### config.mk
export PLATFORM = sky130hd
export DESIGN_NAME = bcd_serial_addsub
export DESIGN_NICKNAME = d
export VERILOG_FILES = /design/src/rtl/bcd_serial_addsub_pkg.sv /design/src/rtl/bcd_digit_add.sv /design/src/rtl/bcd_serial_addsub.sv
export SDC_FILE = /design/constraint.sdc
export NUM_CORES = 1
export LEC_CHECK = 0
export BUFFER_PORTS_ARGS = -buffer_cell sky130_fd_sc_hd__buf_2
export CORE_UTILIZATION = 35
export CTS_CLUSTER_DIAMETER = 120
export DETAILED_ROUTE_END_ITERATION = 8
export SETUP_SLACK_MARGIN = 0.2
export SKIP_CTS_REPAIR_TIMING = 1
export SLEW_MARGIN = 0
export SYNTH_ARGS = -nofsm -noshare
export SYNTH_HDL_FRONTEND = slang
export SYNTH_SLANG_ARGS = --single-unit
### constraint.sdc
create_clock -name clk -period 3.89 [get_ports clk]
set_clock_uncertainty 0.05 [all_clocks]
set_input_delay 0.389 -clock clk [delete_from_list [all_inputs] [get_ports clk]]
set_output_delay 0.389 -clock clk [all_outputs]
set_load 0.01 [all_outputs]
### src/rtl/bcd_serial_addsub_pkg.sv
// Shared definitions for the serial BCD adder/subtractor: FSM state encoding,
// BCD constants and the per-digit nine's-complement helper.
package bcd_serial_addsub_pkg;

  typedef enum logic [1:0] {
    ST_IDLE = 2'd0,
    ST_RUN  = 2'd1,
    ST_DONE = 2'd2
  } state_t;

  localparam logic [3:0] BCD_MAX = 4'd9;
  localparam logic [3:0] BCD_ADJ = 4'd6;

  function automatic logic [3:0] nines_comp(input logic [3:0] d);
    return BCD_MAX - d;
  endfunction

endpackage

### src/rtl/bcd_digit_add.sv
// Single-digit BCD adder: binary add of two digits plus carry, then +6
// correction whenever the binary sum leaves the decimal range.
module bcd_digit_add
  import bcd_serial_addsub_pkg::*;
(
  input  logic [3:0] x,
  input  logic [3:0] y,
  input  logic       ci,
  output logic [3:0] d,
  output logic       co
);

  logic [4:0] w_t;
  logic [3:0] w_adj;

  assign w_t   = {1'b0, x} + {1'b0, y} + {4'b0000, ci};
  // Only the low nibble of t+6 is kept, so a 4-bit add is sufficient.
  assign w_adj = w_t[3:0] + BCD_ADJ;
  assign co    = (w_t > {1'b0, BCD_MAX});
  assign d     = co ? w_adj : w_t[3:0];

endmodule

### src/rtl/bcd_serial_addsub.sv
// Digit-serial packed-BCD adder/subtractor: one decimal digit per clock, LSD
// first, with ten's-complement subtraction and invalid-digit flagging.
module bcd_serial_addsub
  import bcd_serial_addsub_pkg::*;
#(
  parameter  int NDIG = 4,
  localparam int W    = 4 * NDIG,
  localparam int CW   = $clog2(NDIG + 1)
) (
  input  logic         clk,
  input  logic         reset,
  input  logic         start,
  input  logic         op_sub,
  input  logic         cin,
  input  logic [W-1:0] a,
  input  logic [W-1:0] b,
  output logic         ready,
  output logic         busy,
  output logic         done,
  output logic [W-1:0] sum,
  output logic         cout,
  output logic         invalid
);

  state_t         r_state;
  state_t         w_state_next;
  logic [W-1:0]   r_a;
  logic [W-1:0]   r_b;
  logic [W-1:0]   r_res;
  logic           r_carry;
  logic           r_sub;
  logic           r_inv_pend;
  logic [CW-1:0]  r_cnt;
  logic [W-1:0]   r_sum;
  logic           r_cout;
  logic           r_invalid;

  logic [NDIG-1:0] w_bad;
  logic [W-1:0]    w_b_in;
  logic [3:0]      w_d;
  logic            w_co;
  logic            w_last;
  logic [W-1:0]    w_res_next;

  generate
    for (genvar gi = 0; gi < NDIG; gi++) begin : g_digit
      assign w_bad[gi] = (a[4*gi +: 4] > BCD_MAX) | (b[4*gi +: 4] > BCD_MAX);
      assign w_b_in[4*gi +: 4] = op_sub ? nines_comp(b[4*gi +: 4]) : b[4*gi +: 4];
    end
  endgenerate

  bcd_digit_add u_digit (
    .x  (r_a[3:0]),
    .y  (r_b[3:0]),
    .ci (r_carry),
    .d  (w_d),
    .co (w_co)
  );

  assign w_last     = (r_cnt == CW'(NDIG - 1));
  // New digit enters at the MS end; after NDIG shifts digit 0 sits in [3:0].
  assign w_res_next = W'({w_d, r_res} >> 4);

  always_comb begin
    w_state_next = r_state;
    case (r_state)
      ST_IDLE: if (start) w_state_next = ST_RUN;
      ST_RUN:  if (w_last) w_state_next = ST_DONE;
      ST_DONE: w_state_next = ST_IDLE;
      default: w_state_next = ST_IDLE;
    endcase
  end

  always_ff @(posedge clk) begin
    if (reset) begin
      r_state    <= ST_IDLE;
      r_a        <= '0;
      r_b        <= '0;
      r_res      <= '0;
      r_carry    <= 1'b0;
      r_sub      <= 1'b0;
      r_inv_pend <= 1'b0;
      r_cnt      <= '0;
      r_sum      <= '0;
      r_cout     <= 1'b0;
      r_invalid  <= 1'b0;
    end else begin
      r_state <= w_state_next;
      if (r_state == ST_IDLE && start) begin
        r_a        <= a;
        r_b        <= w_b_in;
        r_sub      <= op_sub;
        r_inv_pend <= |w_bad;
        // Subtraction is a + 9's(b) + 1, so a borrow-in removes that +1.
        r_carry    <= cin ^ op_sub;
        r_cnt      <= '0;
      end else if (r_state == ST_RUN) begin
        r_a     <= r_a >> 4;
        r_b     <= r_b >> 4;
        r_res   <= w_res_next;
        r_carry <= w_co;
        r_cnt   <= r_cnt + CW'(1);
        if (w_last) begin
          r_sum     <= r_inv_pend ? '0 : w_res_next;
          r_cout    <= r_inv_pend ? 1'b0 : (w_co ^ r_sub);
          r_invalid <= r_inv_pend;
        end
      end
    end
  end

  assign ready   = (r_state == ST_IDLE);
  assign busy    = (r_state == ST_RUN);
  assign done    = (r_state == ST_DONE);
  assign sum     = r_sum;
  assign cout    = r_cout;
  assign invalid = r_invalid;

endmodule

==> flow_metrics.py <==
metrics = {
    "placed_design": {
        "buffer_ports.inserted": 57,
        "place.detailed.hpwl_um": 4890,
        "worst_setup_timing_slack_at_the_placement_stage_ns": 1.11,
        "final_replace_weighted_congestion": 0.764,
    },
    "power": {
        "seq_power_share_pct": 48.7,
        "int_pwr_mw": 1.14,
        "irDropWorstVdd_uv": 225,
        "power.density_cell_area_nw_per_um2": 429,
        "power_switching_mw": 0.455,
        "p_leak_nw": 1.51,
        "switching_share_pct": 28.5,
        "p_comb_share_pct": 14.2,
        "clock_power_share_pct": 37.1,
    },
    "yosys": {
        "synth-warning-count": 0,
        "synth.lib_cells_used.distinct": 41,
        "synthesis_stage_register_bit_count": 70,
        "syn_area_per_cell_um2": 8.33,
        "synth_compound_gate_area_share_pct": 19.7,
        "adder_cell_fraction_of_synth_area_pct": 5.16,
        "post_synth_xor_area_fraction_pct": 3.01,
        "post_synth_instance_area_um2": 3200,
        "synth_fp_nets": 433,
        "yosys.area_share.simple_pct": 20.2,
        "synthCells": 384,
        "ys_seq_area_share_pct": 43.8,
        "main_combinational_cell_family_by_area_after_synthesis": "simple AND/OR/NAND/NOR gates",
        "synth.area.mux_share_pct": 1.88,
    },
    "setup_path": {
        "cp_slowest_cell": "fa_1",
        "worst_r2r_endpoint": "sum[14]",
        "crit_fanout": 10,
        "setup.reg_to_reg.worst_slack_ns": 1.10,
        "required_ns": 4.05,
        "timing.critical_path.slowest_cell_delay_ns": 0.46,
        "worst-endpoint-arrival_ns": 2.96,
        "kind_of_start_point_of_the_critical_path": "register",
        "worstSetupEndpointType": "register",
        "worst-setup-path-type": "reg -> reg",
        "crit-reg2reg-launch": "r_a[0]",
        "worst-r2r-cell-count": 10,
        "timing.critical_path.cells": "fa_1, fa_1, xor2_1, inv_1, ha_1, inv_1, o22ai_1, o31a_1, mux2i_1, o2bb2ai_1",
    },
    "sta": {
        "slew_headroom_pct": 51.8,
        "final-hold-violation-count": 0,
        "hold-worst-slack_ns": 0.222,
        "timing_worst_slew_pin_value_ns": 0.722,
        "unrepaired_setup_endpoints_after_global_routing": "false",
        "layout_min_cycle_time_ns": 2.79,
        "count_of_pins_over_their_slew_limit": 0,
        "setup_viol": 0,
        "fin_ws_ns": 1.10,
        "accumulated_negative_setup_slack_ns": 0,
        "period_share_pct": 71.8,
        "clock.fmax_mhz": 358,
    },
    "final_layout": {
        "layout-area-overhead-vs-synth_pct": 16.3,
        "layout.core_utilization_pct": 42.3,
        "layout.nets": 475,
        "nFillCells": 902,
        "drive_above_1_share_pct": 18.6,
        "antenna-diode-count": 0,
    },
    "clock_tree": {
        "num_cts_buffers": 9,
        "clock_tree_root_buffer_cell": "clkbuf_8",
        "clkSlewWorstSetupHoldPaths_ns": 0.08,
        "cts_buffer_depth": 2,
        "tritoncts": "done",
        "cts_sinks": 70,
        "h-tree-depth": 3,
        "clock_insertion_delay_worst_skew_ns": 0.36,
    },
    "outcome": {
        "violations": "design-rule violations",
        "outcome": "finished with violations",
    },
    "die": {
        "floorplan.die_area_um2": 9530,
        "width_of_the_die_um": 97.6,
        "starting_density_of_the_core_pct": 36.3,
        "ports_placed_on_the_boundary": 58,
        "floorplan.die.height_um": 97.6,
        "fp-row-count": 34,
        "placeableCoreArea_um2": 8810,
    },
    "drt": {
        "detail_route.iter0.violations": 147,
        "routed_wire_length_um": 7380,
        "routed_wire_length_per_instance_um": 13.7,
        "firstDrtPassIters": 6,
        "drcViolationCount": 8,
        "avgViaCountPerCell": 5.17,
        "vias": 2788,
        "route.antenna.remaining_nets": 0,
    },
    "worst_hold_path": {
        "hold_path.startpoint": "a[12]",
        "worst_hold_path.endpoint": "r_a[12]",
        "min-delay-path-class": "in -> reg",
        "worst_hold_path.num_cells": 3,
    },
    "grt": {
        "grt_pass1_vias": 2592,
        "grt_max_degree": 44,
        "grt_util_all_layers_pct": 16.3,
        "grt_antenna_before_repair": 0,
        "grt_pass1_wl_um": 12400,
        "globalRouteOverflowTotal": 0,
    },
    "job": {
        "max-cap-violations": 0,
    },
}
==> sequential cells by signal, summed over array words and instances (netlist names) <==
register	cells
r_carry	1
invalid	1
r_b	16
cout	1
r_inv_pend	1
r_cnt	3
r_res	12
sum	16
r_state	2
r_a	16
r_sub	1
==> through the flow <==
stage,instances,instance area [um^2],total power [mW]
global route,539,3720,1.68
detailed placement,523,3520,1.02
CTS,539,3720,1.61
global placement,523,3520,1.02
finish,539,3720,1.60
floorplan,384,3200,0.952
==> cells in the final DEF (no fill, tap or decap), types with 3 or more instances in the layout <==
master and instances:
dfxtp_1 70, nand2_1 57, buf_2 57, a21oi_1 55
nor2_1 30, a22oi_1 22, nor3b_1 15, inv_1 13
ha_1 10, nand3_1 9, o21ai_0 9, clkbuf_8 9
nor3_1 7, xor2_1 6, mux2i_1 6, xnor2_1 5
buf_4 5, nor4_1 3, nand3b_1 3, a221oi_1 3
==> cells in the mapped netlist <==
library cell / count / share of area, %
a2111oi_0: 2 / 0.55
a211o_1: 2 / 0.55
a211oi_1: 1 / 0.23
a21o_1: 1 / 0.23
a21oi_1: 55 / 8.6
a221oi_1: 3 / 0.82
a22oi_1: 22 / 5.2
a31oi_1: 1 / 0.20
and3_1: 1 / 0.20
buf_1: 5 / 0.59
buf_2: 8 / 1.3
buf_6: 2 / 0.70
clkbuf_1: 16 / 1.9
dfxtp_1: 70 / 44
fa_1: 2 / 1.3
ha_1: 10 / 3.9
inv_1: 13 / 1.5
inv_6: 1 / 0.27
mux2i_1: 6 / 1.9
nand2_1: 57 / 6.7
nand2_2: 1 / 0.20
nand2b_1: 2 / 0.39
nand3_1: 9 / 1.4
nand3b_1: 3 / 0.70
nand4_1: 2 / 0.39
nor2_1: 30 / 3.5
nor2b_1: 2 / 0.39
nor3_1: 7 / 1.1
nor3b_1: 15 / 3.5
nor3b_2: 1 / 0.39
nor4_1: 3 / 0.59
nor4b_1: 1 / 0.27
o211ai_1: 2 / 0.47
o21ai_0: 9 / 1.4
o22ai_1: 2 / 0.39
o2bb2ai_1: 1 / 0.27
o31a_1: 1 / 0.27
o41ai_1: 2 / 0.55
or4_1: 2 / 0.47
xnor2_1: 5 / 1.4
xor2_1: 6 / 1.6
==> critical path: cells and delay by family (launching register included) <==
family          cells  cell delay (ns)
compound gates      3             0.59
xor+xnor            1             0.24
fa+ha+maj           3             1.12
buf+inv             2             0.17
flops               1             0.33
mux                 1             0.17
==> power groups by stage <==
stage | sequential [mW] | combinational, mW | clock (mW)
floorplan | 0.783 | 0.169 | 0
finish | 0.777 | 0.226 | 0.592
detailed placement | 0.794 | 0.227 | 0
global placement | 0.793 | 0.224 | 0
global route | 0.782 | 0.256 | 0.639
CTS | 0.778 | 0.227 | 0.609
==> area by class of cell <==
class	instances	area (um^2)	area share, %
multi-input cells	269	1610	43.1
flip-flops and latches	70	1400	37.7
repair buffers	62	323	8.68
well taps	108	135	3.63
clock buffers	10	128	3.43
clock inverters	6	71.3	1.92
inverters	14	57.6	1.55
==> how the worst max path moves through the flow <==
stage / cells after the start / start / endpoint
after floorplan: 10 / r_a[0] / r_res[13]
after global placement: 10 / r_a[0] / sum[14]
after detailed placement: 10 / r_a[0] / sum[14]
after CTS: 10 / r_a[0] / sum[14]
after global routing: 10 / r_a[0] / r_carry
final: 10 / r_a[0] / sum[14]
==> cell families (layout without fill, tap and decap cells) <==
logic type | after synthesis | count (layout)
compound gates | 104 | 104
fa+ha+maj | 12 | 12
xor+xnor | 11 | 11
buf+inv | 45 | 92
simple gates | 136 | 136
mux | 6 | 6
flops | 70 | 70
==> metal layers <==
layer / global-route usage [%] / up-vias / part of all wire [%]
met5: 0 / - / 0
met4: 4.90 / 0 / 1.3
met3: 4.82 / 8 / 4.0
met2: 26.9 / 64 / 48
met1: 20.4 / 1294 / 46
li1: - / 1422 / -
No activity file was read; power rests on OpenSTA's default activity.
